===== src/rtl/mem_arbiter_pkg.sv =====
// Shared encodings for the two-port memory arbiter: FSM state codes and
// the port index used for grant / last_grant.
package mem_arb_pkg;

   typedef logic [1:0] state_t;

   localparam state_t IDLE  = 2'd0;
   localparam state_t ISSUE = 2'd1;
   localparam state_t WAIT  = 2'd2;
   localparam state_t DONE  = 2'd3;

   // Port indices: instruction fetch is m0, load/store is m1
   localparam logic PORT_I = 1'b0;
   localparam logic PORT_D = 1'b1;

endpackage


===== src/rtl/mem_arbiter_if.sv =====
// Bundle of the two requester ports plus the memory-side bus.
// The slave modport is the arbiter's view; master is the surrounding
// SoC (processor ports and memory) view.
interface mem_arbiter_if #(
   parameter int DATA_WIDTH = 32
);
   localparam int MASK_WIDTH = DATA_WIDTH / 8;

   logic                  m0_valid;
   logic [31:0]           m0_addr;
   logic [DATA_WIDTH-1:0] m0_wdata;
   logic [MASK_WIDTH-1:0] m0_wmask;
   logic [DATA_WIDTH-1:0] m0_rdata;
   logic                  m0_done;

   logic                  m1_valid;
   logic [31:0]           m1_addr;
   logic [DATA_WIDTH-1:0] m1_wdata;
   logic [MASK_WIDTH-1:0] m1_wmask;
   logic [DATA_WIDTH-1:0] m1_rdata;
   logic                  m1_done;

   logic [31:0]           mem_addr;
   logic                  mem_rstrb;
   logic [MASK_WIDTH-1:0] mem_wmask;
   logic [DATA_WIDTH-1:0] mem_wdata;
   logic [DATA_WIDTH-1:0] mem_rdata;

   modport slave (
      input  m0_valid, m0_addr, m0_wdata, m0_wmask,
      output m0_rdata, m0_done,
      input  m1_valid, m1_addr, m1_wdata, m1_wmask,
      output m1_rdata, m1_done,
      output mem_addr, mem_rstrb, mem_wmask, mem_wdata,
      input  mem_rdata
   );

   modport master (
      output m0_valid, m0_addr, m0_wdata, m0_wmask,
      input  m0_rdata, m0_done,
      output m1_valid, m1_addr, m1_wdata, m1_wmask,
      input  m1_rdata, m1_done,
      input  mem_addr, mem_rstrb, mem_wmask, mem_wdata,
      output mem_rdata
   );

endinterface


===== src/rtl/mem_arbiter_rr_pick2.sv =====
// Two-way requester selector. With both ports requesting it either
// always picks m0 (fixed) or the port that did not win last time.
module rr_pick2
   import mem_arb_pkg::*;
(
   input  logic [1:0] valid,
   input  logic       last_grant,
   input  logic       fixed,
   output logic       grant,
   output logic       any
);

   // Pick the winner among the currently requesting ports
   always_comb begin
      any   = |valid;
      grant = PORT_I;
      if (valid == 2'b11) begin
         grant = fixed ? PORT_I : ~last_grant;
      end else if (valid[1]) begin
         grant = PORT_D;
      end
   end

endmodule


===== src/rtl/mem_arbiter.sv =====
// Shares one registered-read word memory between the fetch port (m0) and
// the load/store port (m1). Every access walks IDLE -> ISSUE -> WAIT ->
// DONE, so a request sampled in IDLE sees its done pulse three cycles
// later and back-to-back accesses run at one per four cycles.
module mem_arbiter
   import mem_arb_pkg::*;
#(
   parameter int FIXED_PRIORITY = 0,
   parameter int DATA_WIDTH     = 32
) (
   input logic          clk,
   input logic          reset,
   mem_arbiter_if.slave bus
);

   localparam int MASK_WIDTH = DATA_WIDTH / 8;

   state_t                state;
   logic                  grant;
   logic                  last_grant;
   logic                  is_read;

   logic                  pick_grant;
   logic                  pick_any;

   logic [31:0]           sel_addr;
   logic [DATA_WIDTH-1:0] sel_wdata;
   logic [MASK_WIDTH-1:0] sel_wmask;

   logic [31:0]           mem_addr_q;
   logic [DATA_WIDTH-1:0] mem_wdata_q;
   logic [MASK_WIDTH-1:0] mem_wmask_q;
   logic                  mem_rstrb_q;

   logic [DATA_WIDTH-1:0] m0_rdata_q;
   logic [DATA_WIDTH-1:0] m1_rdata_q;
   logic                  m0_done_q;
   logic                  m1_done_q;

   rr_pick2 u_pick (
      .valid      ({bus.m1_valid, bus.m0_valid}),
      .last_grant (last_grant),
      .fixed      (FIXED_PRIORITY != 0),
      .grant      (pick_grant),
      .any        (pick_any)
   );

   // Route the request fields of whichever port the selector chose
   always_comb begin
      sel_addr  = bus.m0_addr;
      sel_wdata = bus.m0_wdata;
      sel_wmask = bus.m0_wmask;
      if (pick_grant == PORT_D) begin
         sel_addr  = bus.m1_addr;
         sel_wdata = bus.m1_wdata;
         sel_wmask = bus.m1_wmask;
      end
   end

   // Sequencer: fixed four-state walk, grant bookkeeping captured in IDLE
   always_ff @(posedge clk) begin
      if (reset) begin
         state      <= IDLE;
         grant      <= PORT_I;
         last_grant <= PORT_D;
         is_read    <= 1'b0;
      end else begin
         case (state)
            IDLE: begin
               if (pick_any) begin
                  state      <= ISSUE;
                  grant      <= pick_grant;
                  last_grant <= pick_grant;
                  is_read    <= (sel_wmask == '0);
               end
            end
            ISSUE:   state <= WAIT;
            WAIT:    state <= DONE;
            default: state <= IDLE;
         endcase
      end
   end

   // Memory side: load the bus in IDLE, strobe only during ISSUE
   always_ff @(posedge clk) begin
      if (reset) begin
         mem_addr_q  <= '0;
         mem_wdata_q <= '0;
         mem_wmask_q <= '0;
         mem_rstrb_q <= 1'b0;
      end else if (state == IDLE && pick_any) begin
         mem_addr_q  <= sel_addr;
         mem_wdata_q <= sel_wdata;
         mem_wmask_q <= sel_wmask;
         mem_rstrb_q <= (sel_wmask == '0);
      end else if (state == ISSUE) begin
         mem_wmask_q <= '0;
         mem_rstrb_q <= 1'b0;
      end
   end

   // Return side: capture read data in WAIT and pulse done through DONE
   always_ff @(posedge clk) begin
      if (reset) begin
         m0_rdata_q <= '0;
         m1_rdata_q <= '0;
         m0_done_q  <= 1'b0;
         m1_done_q  <= 1'b0;
      end else begin
         m0_done_q <= 1'b0;
         m1_done_q <= 1'b0;
         if (state == WAIT) begin
            if (grant == PORT_D) begin
               m1_done_q <= 1'b1;
               if (is_read) m1_rdata_q <= bus.mem_rdata;
            end else begin
               m0_done_q <= 1'b1;
               if (is_read) m0_rdata_q <= bus.mem_rdata;
            end
         end
      end
   end

   assign bus.mem_addr  = mem_addr_q;
   assign bus.mem_wdata = mem_wdata_q;
   assign bus.mem_wmask = mem_wmask_q;
   assign bus.mem_rstrb = mem_rstrb_q;
   assign bus.m0_rdata  = m0_rdata_q;
   assign bus.m1_rdata  = m1_rdata_q;
   assign bus.m0_done   = m0_done_q;
   assign bus.m1_done   = m1_done_q;

endmodule


===== src/flat_wrapper.sv =====
// flat-port wrapper written by rule: the top's interface ports become plain ports
module mem_arbiter_flat import mem_arb_pkg::*;
#(
   parameter int FIXED_PRIORITY = 0,
   parameter int DATA_WIDTH     = 32
)
  (clk, reset, bus_m0_valid, bus_m0_addr, bus_m0_wdata, bus_m0_wmask, bus_m0_rdata, bus_m0_done, bus_m1_valid, bus_m1_addr, bus_m1_wdata, bus_m1_wmask, bus_m1_rdata, bus_m1_done, bus_mem_addr, bus_mem_rstrb, bus_mem_wmask, bus_mem_wdata, bus_mem_rdata);
  mem_arbiter_if #(.DATA_WIDTH(DATA_WIDTH)) bus_i ();
  input logic clk;
  input logic reset;
  input wire logic [$bits(bus_i.m0_valid)-1:0] bus_m0_valid;
  input wire logic [$bits(bus_i.m0_addr)-1:0] bus_m0_addr;
  input wire logic [$bits(bus_i.m0_wdata)-1:0] bus_m0_wdata;
  input wire logic [$bits(bus_i.m0_wmask)-1:0] bus_m0_wmask;
  output wire logic [$bits(bus_i.m0_rdata)-1:0] bus_m0_rdata;
  output wire logic [$bits(bus_i.m0_done)-1:0] bus_m0_done;
  input wire logic [$bits(bus_i.m1_valid)-1:0] bus_m1_valid;
  input wire logic [$bits(bus_i.m1_addr)-1:0] bus_m1_addr;
  input wire logic [$bits(bus_i.m1_wdata)-1:0] bus_m1_wdata;
  input wire logic [$bits(bus_i.m1_wmask)-1:0] bus_m1_wmask;
  output wire logic [$bits(bus_i.m1_rdata)-1:0] bus_m1_rdata;
  output wire logic [$bits(bus_i.m1_done)-1:0] bus_m1_done;
  output wire logic [$bits(bus_i.mem_addr)-1:0] bus_mem_addr;
  output wire logic [$bits(bus_i.mem_rstrb)-1:0] bus_mem_rstrb;
  output wire logic [$bits(bus_i.mem_wmask)-1:0] bus_mem_wmask;
  output wire logic [$bits(bus_i.mem_wdata)-1:0] bus_mem_wdata;
  input wire logic [$bits(bus_i.mem_rdata)-1:0] bus_mem_rdata;
  assign bus_i.m0_valid = bus_m0_valid;
  assign bus_i.m0_addr = bus_m0_addr;
  assign bus_i.m0_wdata = bus_m0_wdata;
  assign bus_i.m0_wmask = bus_m0_wmask;
  assign bus_m0_rdata = bus_i.m0_rdata;
  assign bus_m0_done = bus_i.m0_done;
  assign bus_i.m1_valid = bus_m1_valid;
  assign bus_i.m1_addr = bus_m1_addr;
  assign bus_i.m1_wdata = bus_m1_wdata;
  assign bus_i.m1_wmask = bus_m1_wmask;
  assign bus_m1_rdata = bus_i.m1_rdata;
  assign bus_m1_done = bus_i.m1_done;
  assign bus_mem_addr = bus_i.mem_addr;
  assign bus_mem_rstrb = bus_i.mem_rstrb;
  assign bus_mem_wmask = bus_i.mem_wmask;
  assign bus_mem_wdata = bus_i.mem_wdata;
  assign bus_i.mem_rdata = bus_mem_rdata;
  mem_arbiter #(.FIXED_PRIORITY(FIXED_PRIORITY), .DATA_WIDTH(DATA_WIDTH)) u_core (.clk(clk), .reset(reset), .bus(bus_i));
endmodule

===== config.mk =====
export PLATFORM = sky130hd
export DESIGN_NAME = mem_arbiter_flat
export DESIGN_NICKNAME = d
export VERILOG_FILES = /design/src/rtl/mem_arbiter_pkg.sv /design/src/rtl/mem_arbiter_if.sv /design/src/rtl/mem_arbiter_rr_pick2.sv /design/src/rtl/mem_arbiter.sv /design/src/flat_wrapper.sv
export SDC_FILE = /design/constraint.sdc
export NUM_CORES = 1
export LEC_CHECK = 0
export BUFFER_PORTS_ARGS = -buffer_cell sky130_fd_sc_hd__buf_4
export CELL_PAD_IN_SITES_DETAIL_PLACEMENT = 0
export CELL_PAD_IN_SITES_GLOBAL_PLACEMENT = 2
export CORE_MARGIN = 1
export CORE_UTILIZATION = 25
export CTS_CLUSTER_DIAMETER = 40
export DETAILED_ROUTE_END_ITERATION = 12
export HOLD_SLACK_MARGIN = 0.05
export PLACE_DENSITY_LB_ADDON = 0.1
export SYNTH_ARGS = -nofsm -noshare
export SYNTH_HDL_FRONTEND = slang
export SYNTH_HIERARCHICAL = 1
export SYNTH_SLANG_ARGS = --single-unit

===== constraint.sdc =====
create_clock -name clk -period 2 [get_ports clk]
set_clock_uncertainty 0.2 [all_clocks]
set_input_delay 0.4 -clock clk [delete_from_list [all_inputs] [get_ports clk]]
set_output_delay 0.4 -clock clk [all_outputs]
set_load 0.01 [all_outputs]

== Yosys cells after proc, flatten, opt, wreduce, memory -nomap -nowiden ==
Index checks and enable logic that the tools add are counted.

* Register bits: 140
* Input bits: 172
* Output and inout port bits: 135

* Equal/unequal tests: 4
* Mux-type cells: 13
* Bitwise operators: 3
* Reduce and logical (&&, ||, !) cells: 9

{| class="wikitable"
|+ Operators by type and width
! cell !! count
|-
| two-way mux 32 bit || 2
|-
| two-way mux 4 bit || 3
|-
| two-way mux 1 bit || 6
|-
| one-hot mux 2 bit (3 select lines) || 1
|-
| AND reduction 3 bit || 2
|-
| == test 2 bit (second input constant) || 2
|-
| zero test 4 bit || 1
|-
| OR reduction 2 bit || 2
|-
| inverter 1 bit || 3
|-
| == test 2 x 1 -> 1 bit (second input constant) || 1
|-
| zero test 2 bit || 1
|-
| two-way mux 2 bit || 1
|-
| inequality test 2 x 1 -> 1 bit (second input constant) || 1
|-
| AND reduction 2 bit || 1
|-
| nonzero test 2 bit || 1
|-
| logical AND 1 bit || 1
|}

== Depth between registers and ports, before layout ==
Gate-level depths: netlist of the first run.

* Depth after elaboration: 5
* Mapped depth: 7
* Gate-level depth less buffers: 5

== By module ==
Netlist of the first run, hierarchy kept.

{| class="wikitable"
|+ By module, submodules not included
! module !! instances !! cells an instance !! area each (µm²) !! seq. area each (µm²)
|-
| mem_arbiter || 1 || 625 || 5868.1 || 2802.7
|-
| rr_pick2 || 1 || 3 || 17.5 || 0.0
|}

== Least setup slack after synthesis of the first run ==
OpenSTA, ideal clock, no wires.

* Kind: input port to flip-flop
* Start point: input bus_m1_valid
* End point: register u_core.mem_wdata_q[10], in the netlist u_core/bus.mem_wdata[10]
* Library setup time: 81 ps
* Arrival: 1336 ps
* Data required time: 1719 ps
* Slack: 383 ps
* Stages: 6
* Path buffers: 3
* Cell sequence: or2_1 -> and2_1 -> buf_6 -> buf_6 -> buf_6 -> a211oi_2

* Cells in the longest elaborated chain, start to end: 3

{| class="wikitable"
|+ RTL lines
! what !! RTL line !! source
|-
| start: declaration || flat_wrapper.sv:17 || <nowiki>input wire logic [$bits(bus_i.m1_valid)-1:0] bus_m1_valid;</nowiki>
|-
| == test 2 bit or two-way mux 1 bit (tied branches) || mem_arbiter_rr_pick2.sv:17, mem_arbiter_rr_pick2.sv:19 ||
|-
| two-way mux 1 bit || mem_arbiter_rr_pick2.sv:17 || <nowiki>if (valid == 2'b11) begin</nowiki>
|-
| two-way mux 32 bit || mem_arbiter.sv:53 || <nowiki>if (pick_grant == PORT_D) begin</nowiki>
|-
| end signal: assignment || mem_arbiter.sv:93 || <nowiki>mem_wdata_q <= sel_wdata;</nowiki>
|-
| end: declaration || mem_arbiter.sv:31 || <nowiki>logic [DATA_WIDTH-1:0] mem_wdata_q;</nowiki>
|}

Parallel ways exist; a longest one is shown, timed or not.
A chain may end at the register's enable or synchronous reset.

== Final worst setup path of the first run ==
* Start point: register u_core.state[0]
* End point: register u_core.mem_addr_q[11], in the netlist u_core/bus.mem_addr[11]

* Cells in the longest elaborated chain, start to end: 2

{| class="wikitable"
|+ RTL lines
! what !! RTL line !! source
|-
| start: declaration || mem_arbiter.sv:18 || <nowiki>state_t state;</nowiki>
|-
| start signal: assignment || mem_arbiter.sv:63 || <nowiki>state <= IDLE;</nowiki>
|-
| start signal: assignment || mem_arbiter.sv:71 || <nowiki>state <= ISSUE;</nowiki>
|-
| start signal: assignment || mem_arbiter.sv:77 || <nowiki>ISSUE: state <= WAIT;</nowiki>
|-
| zero test 2 bit || mem_arbiter.sv:91 || <nowiki>end else if (state == IDLE && pick_any) begin</nowiki>
|-
| logical AND 1 bit || mem_arbiter.sv:91 ||
|-
| end signal: assignment || mem_arbiter.sv:92 || <nowiki>mem_addr_q <= sel_addr;</nowiki>
|-
| end: declaration || mem_arbiter.sv:30 || <nowiki>logic [31:0] mem_addr_q;</nowiki>
|}

No other way between the ends.

==> metrics.md, run 1 <==
| Metric | Value |
|---|---|
| Outcome | finished, final reports clean |
| ANT cells | 0 |
| Initial cell density of the core | about a quarter |
| Routed len/inst | between 15 and 20 um |
| First-pass GRT wire length | between 30000 and 40000 um |
| CTS Buf Count | 17 |
| Total grt overflow | 0 |
| Largest net degree at the start of global routing | 45 |
| Post-synth cell types | 28 |
| Psw | 3570 uW |
| Hold Vio Cnt, Final | 0 |
| Clk slew on worst S/H paths | 0.06 ns |
| Die Wd | approximately 160 um |
| Post-CTS sizing | 0 |
| P&R area growth vs syn | 62.0% |
| RSZ-0062 raised after global routing | false |
| Achievable frequency | 0.545 GHz |
| Worst setup SP type | register |
| Drt first pass iters | 7 |
| Rows | between 50 and 60 |
| Commonest non-fill, non-tap cell in the layout | buf_4 |
| P per Cell Area | around 1100 nW/um2 |
| CP arrival | 1.95 ns |
| Post-DP HPWL | 14800 um |
| Post-synth top area cell | dfxtp_1 |
| CTS tree | built |
| I/O Buffers | a little over 300 |
| H-tree level count | 4 |
| Post-synth top area share | between 40% and 50% |
| Max IR drop VDD | about 0.55 mV |
| Fin crit period | ~1.8 ns |
| Clk network pwr share | just under 30% |
| Register share of total power | between 30% and 40% |
| # nets final | roughly 1100 |
| Vias in the first global route | 5557 |
| Hold crit path type | in -> reg |
| Total GRT Usage | 16.2% |
| Final Max Slew Viols | 0 |
| CTS sink count | 140 |
| Crit Path Category | reg -> reg |
| # DRC | 0 |
| Most frequent cells in the layout | buf_4 (311), dfxtp_1 (140), nand2_1 (136) |
| Post-route ant nets | 0 |
| Worst-path fanout max | 7 |
| CTS root buf | clkbuf_16 |
| Final Setup Violations | 0 |
| Synth Cell Area | about 5900 um2 |
| Fraction of layout cells with a size suffix above 1 | between 40 and 50% |
| Die Area | approximately 24000 um2 |
| Final Cycle Share | about nine tenths |
| Part of the power in combinational logic | 36.7% |
| Clock Path Buffers | 2 |
| GPL Wtd Cong | just over 0.7 |
| Via density | 4.36 |
| Post-synthesis sequential area ratio | about 48% |
| Core ar. | between 20000 and 25000 um2 |
| Largest cells by area after synthesis | dfxtp_1 (48%), mux2i_1 (11%), a211oi_2 (11%) |
| Hold slack | 0.141 ns |
| Ys Warns | 6 |
| Post-Synthesis Cells | approximately 630 |
| Net Sw Frac | 33.8% |
| P_leak | between 0.004 and 0.005 uW |
| Internal Power | about 7000 uW |
| I/O Pins | around 310 |
| Flops & latches, synth | 140 |
| Setup TNS | 0 ns |
| Number of max-cap violations | 0 |
| WP data required | approximately 2.1 ns |
| Clk Latency, worst-skew pair | roughly 0.41 ns |
| Syn Area/Cell | 9.37 um2 |
| Post-Syn Nets | 803 |
| Initial antenna violation count | 0 |
| DRT iter0 DRCs | between 150 and 200 |
| Total Wirelength | 19900 um |
| Via count | about 5600 |
| Critical Path Sink Type | register |
| Die H | 155 um |
## sequential cells by signal, indices dropped and copies added, names as in the netlist
signal                flops
u_core/bus.m0_done        1
u_core/bus.m0_rdata      32
u_core/bus.m1_done        1
u_core/bus.m1_rdata      32
u_core/bus.mem_addr      32
u_core/bus.mem_rstrb      1
u_core/bus.mem_wdata     32
u_core/bus.mem_wmask      4
u_core/grant              1
u_core/is_read            1
u_core/last_grant         1
u_core/state              2
## final timing paths
check        cells after the start                     from                 endpoint  slack, ns
max reg2reg                      6          u_core/state[0]  u_core/bus.mem_addr[11]       0.16
max                              6          u_core/state[0]  u_core/bus.mem_addr[11]       0.16
min reg2reg                      2  u_core/bus.m0_rdata[27]  u_core/bus.m0_rdata[27]       0.25
min                              3          bus_m0_addr[21]  u_core/bus.mem_addr[21]       0.14
## Yosys cell counts
cell	instances
or2_1	1
inv_1	3
nand2b_1	1
o21ai_1	1
mux2_2	1
ha_1	3
and2_1	2
o211ai_1	1
dfxtp_1	140
a211oi_2	51
nor2_1	67
a211oi_1	15
conb_1	1
clkbuf_1	12
buf_2	21
a21oi_1	72
buf_4	11
buf_6	9
mux2i_1	66
nor4_2	1
nand3b_1	1
nor4b_2	1
and3_1	1
nand2_1	136
nor3b_1	1
nand3_1	5
and3b_1	2
mux2_1	2
## per-layer routing
layer / global-route usage [%] / share of wire, %
met1: 17.9 / 40
met2: 28.9 / 50
met3: 5.68 / 8.4
met4: 5.09 / 1.1
met5: 0 / 0
## final cells by class
cell class | count | area [um2]
Inverter | 3 | 11.3
Multi-Input combinational cell | 434 | 2760
Clock inverter | 14 | 135
Fill cell | 2353 | 13300
Sequential cell | 140 | 2800
Clock buffer | 18 | 429
Timing Repair Buffer | 361 | 3010
Tap cell | 313 | 392
## worst max-delay path: stages, from the launching register on
cell	delay [ns]
dfxtp_1	0.33
inv_1	0.09
ha_1	0.32
and2_4	0.32
buf_4	0.19
nor2_1	0.05
a211oi_1	0.23
## power groups by stage
stage               combinational, uW  clock (uW)  sequential, uW
global placement                 3740           0            3690
finish                           3880        3050            3640
detailed placement               3830           0            3710
floorplan                        1990           0            3920
global route                     4240        3290            3710
CTS                              3880        3170            3650
## timing repair
item	CTS	global route
setup buffers	0	1
hold buffers	32	0
hold endpoints to repair	62	0
setup endpoints to repair	0	16
## cells by family (layout without fill, tap and decap cells)
logic type,Yosys count,count (layout),synth area share (%)
multiplexers,69,69,11.8
buffers and inverters,56,396,5.87
adder cells (fa/ha/maj),3,3,0.638
other,1,1,0.0637
AND/OR/NAND/NOR,219,221,14.9
flip-flops,140,140,47.6
AO/OA/AOI/OAI,140,140,19.1
## per-stage QoR
step                      util [%]  setup WS, ns  area [um2]  total power, uW  instances
final                         41.7         0.164        9530            10600       1283
after global routing          41.7        0.0200        9530            11200       1283
after floorplan                  -         0.383        5890             5910        628
after detailed placement      37.8        0.0616        8630             7540       1216
after global placement        37.8         0.130        8630             7430       1216
after CTS                     41.6        0.0585        9510            10700       1280
Power figures use the tool's default switching activity.
==> inputs of run 2 (changes only) <==
--- a/config.mk
+++ b/config.mk
@@ -5,13 +5,13 @@
 export SDC_FILE = /design/constraint.sdc
 export NUM_CORES = 1
 export LEC_CHECK = 0
-export BUFFER_PORTS_ARGS = -buffer_cell sky130_fd_sc_hd__buf_4
 export CELL_PAD_IN_SITES_DETAIL_PLACEMENT = 0
 export CELL_PAD_IN_SITES_GLOBAL_PLACEMENT = 2
 export CORE_MARGIN = 1
-export CORE_UTILIZATION = 25
+export CORE_UTILIZATION = 35
 export CTS_CLUSTER_DIAMETER = 40
 export DETAILED_ROUTE_END_ITERATION = 12
+export DONT_BUFFER_PORTS = 1
 export HOLD_SLACK_MARGIN = 0.05
 export PLACE_DENSITY_LB_ADDON = 0.1
 export SYNTH_ARGS = -nofsm -noshare
==> run 2 against run 1 <==
Effect of this change:
- the flow now finishes with violations (negative hold slack)
- critical endpoint is now u_core/last_grant
- register-to-register slack hardly changed
- sequential power is 11% higher
- first-iteration DRC count is 28% higher
- via count is 23% lower
- combinational power is 44% lower
- cell count is 34% lower
- utilization is 0.88 points lower
- critical path type unchanged
- critical path depth stayed put
- sequential cell count stayed put
- worst setup slack worse by 0.0020 ns
- cell area is 29% lower
- largest cell class is now sequential cells
- count of clock-buffer cells in the layout is 2 higher
==> metrics.md, run 2 (synthesis results as in run 1) <==
| Metric | Value |
|---|---|
| Outcome | finished, violations left |
| Violated checks | negative hold slack |
| H-tree level count | 4 (unchanged) |
| CTS Buf Count | 17 (unchanged) |
| Routed len/inst | 18.2 um (+17%) |
| Psw | 3150 uW (-12%) |
| Initial cell density of the core | 35.6% (+9.9 points) |
| Tot Pwr | 9350 uW (-11%) |
| Hold slack | -0.149 ns (-0.291 ns) |
| WP data required | 2.11 ns (about the same) |
| Sequential cell area | 2800 um2 (unchanged) |
| First-pass GRT wire length | 23600 um (-21%) |
| Initial antenna violation count | 0 (unchanged) |
| Worst-path fanout max | 7 (unchanged) |
| Register share of total power | 43.1% (+8.7 points) |
| ANT cells | 0 (unchanged) |
| Final Cycle Share | 91.9% (+0.098 points) |
| Drt first pass iters | 4 (-3) |
| Clk network pwr share | 33.7% (+4.8 points) |
| Die Wd | 132 um (-15%) |
| Hold Crit Depth | 1 (-2) |
| Clk slew on worst S/H paths | 0.06 ns (about the same) |
| CTS tree | built |
| RSZ-0062 raised after global routing | false |
| Crit path cell chain | inv_1 -> ha_2 -> nand2_2 -> a21oi_1 -> dlygate4sd3_1 -> nand2_1 |
| Reg2Reg Depth | 6 (unchanged) |
| Internal Power | 6200 uW (-11%) |
| DRT iter0 DRCs | 205 (+28%) |
| Hold crit path type | in -> reg |
| Worst setup SP type | register |
| Via density | 5.04 (+16%) |
| P_leak | 0.00234 uW (-42%) |
| Fraction of layout cells with a size suffix above 1 | 15.6% (-28 points) |
| Critical Path Sink Type | register |
| Footprint of the multi-input gates | 2750 um2 (-0.36%) |
| Post-route ant nets | 0 (unchanged) |
| Net Sw Frac | 33.7% (-0.13 points) |
| I/O Pins | 307 (unchanged) |
| Total Wirelength | 15400 um (-23%) |
| CP arrival | 1.95 ns (about the same) |
| Via count | 4287 (-23%) |
| Placed cells | 804 (-34%) |
| Max IR drop VDD | 0.571 mV (+3.0%) |
| Total GRT Usage | 17.7% (+1.5 points) |
| Clock Path Buffers | 2 (unchanged) |
| Slowest-stage cell, CP | dlygate4sd3_1 |
| Vias in the first global route | 4227 (-24%) |
| Core ar. | 16500 um2 (-28%) |
| Part of the power in combinational logic | 23.2% (-14 points) |
| P per Cell Area | 1380 nW/um2 (+25%) |
| Setup TNS | 0 ns (unchanged) |
| Post-DP HPWL | 10600 um (-28%) |
| Finished Layout Cells | 850 (-34%) |
| CTS sink count | 140 (unchanged) |
| Rows | 47 (-15%) |
| Total grt overflow | 0 (unchanged) |
| CTS root buf | clkbuf_16 |
| P&R area growth vs syn | 14.7% |
| Fill cell total of the finished layout | 1634 (-31%) |
| Fin crit period | 1.84 ns (+0.00197 ns) |
| CP max stage delay | 0.56 ns (+0.23 ns) |
| I/O Buffers | 0 (-100%) |
| # nets final | 792 (-30%) |
| Postcts setup bufs | 0 (unchanged) |
| Die H | 132 um (-15%) |
| Number of max-cap violations | 0 (unchanged) |
| Final Setup Violations | 0 (unchanged) |
| # DRC | 0 (unchanged) |
| Largest net degree at the start of global routing | 141 (+210%) |
| Commonest non-fill, non-tap cell in the layout | dfxtp_1 |
| Die Area | 17300 um2 (-28%) |
| Crit Path Category | reg -> reg |
| Achievable frequency | 0.544 GHz (-0.11%) |
| GPL Wtd Cong | 0.760 (+5.6%) |
| Hold Vio Cnt, Final | 135 (+135) |
| Final Max Slew Viols | 0 (unchanged) |
| Clk Latency, worst-skew pair | 0.41 ns (about the same) |
| Most frequent cells in the layout | dfxtp_1 (140), nand2_1 (135), a21oi_1 (72) |
## run 2: worst max-delay path: cells and delay by family, from the launching register on
kind	cells	cell delay, ns
and+or+nand+nor	2	0.18
buffers and inverters	2	0.64
DFF	1	0.33
AOI/OAI and AO/OA	1	0.16
adders and majority gates	1	0.23
## run 2: timing repair
| item | 4_1_cts | 5_1_grt |
|---|---|---|
| gates resized for setup | 0 | 2 |
| setup endpoints to repair | 0 | 1 |
| hold buffers | 5 | 9 |
| hold endpoints to repair | 140 | 135 |
## run 2: area by class of cell
class                      count  share of cell area, %
timing repair buffer          23                   4.75
inverter                       3                  0.167
clock buffer                  20                   6.77
sequential                   140                   41.5
tap                          220                   4.08
clock inverter                12                   2.02
multi-input combinational    432                   40.7
## run 2: metrics by stage
step	util, %	setup slack (ns)	area, um2
2_1_floorplan	-	0.383	5890
3_3_place_gp	36.4	0.235	6010
4_1_cts	40.3	0.0432	6660
3_5_place_dp	36.4	0.112	6010
6_report	40.8	0.162	6750
5_1_grt	40.8	0.0118	6750
## run 2: metal layers
layer | vias up | GRT usage [%] | share of wire (%)
li1 | 2131 | - | -
met1 | 1962 | 18.0 | 37
met2 | 177 | 30.5 | 50
met3 | 17 | 9.14 | 11
met4 | 0 | 7.30 | 1.8
met5 | - | 0 | 0
## run 2: power groups by stage
stage | clock network, uW | logic, uW | registers, uW
after detailed placement | 0 | 2110 | 4120
after floorplan | 0 | 1990 | 3920
after global routing | 3370 | 2420 | 4110
final | 3150 | 2170 | 4030
after CTS | 3230 | 2160 | 4060
after global placement | 0 | 2050 | 4120
## run 2: final timing paths
check                         start                        to  slack [ns]
max reg2reg         u_core/state[0]         u_core/last_grant        0.16
min                           reset  u_core/bus.mem_wdata[19]       -0.15
max                 u_core/state[0]         u_core/last_grant        0.16
min reg2reg  u_core/bus.m0_rdata[6]    u_core/bus.m0_rdata[6]        0.30
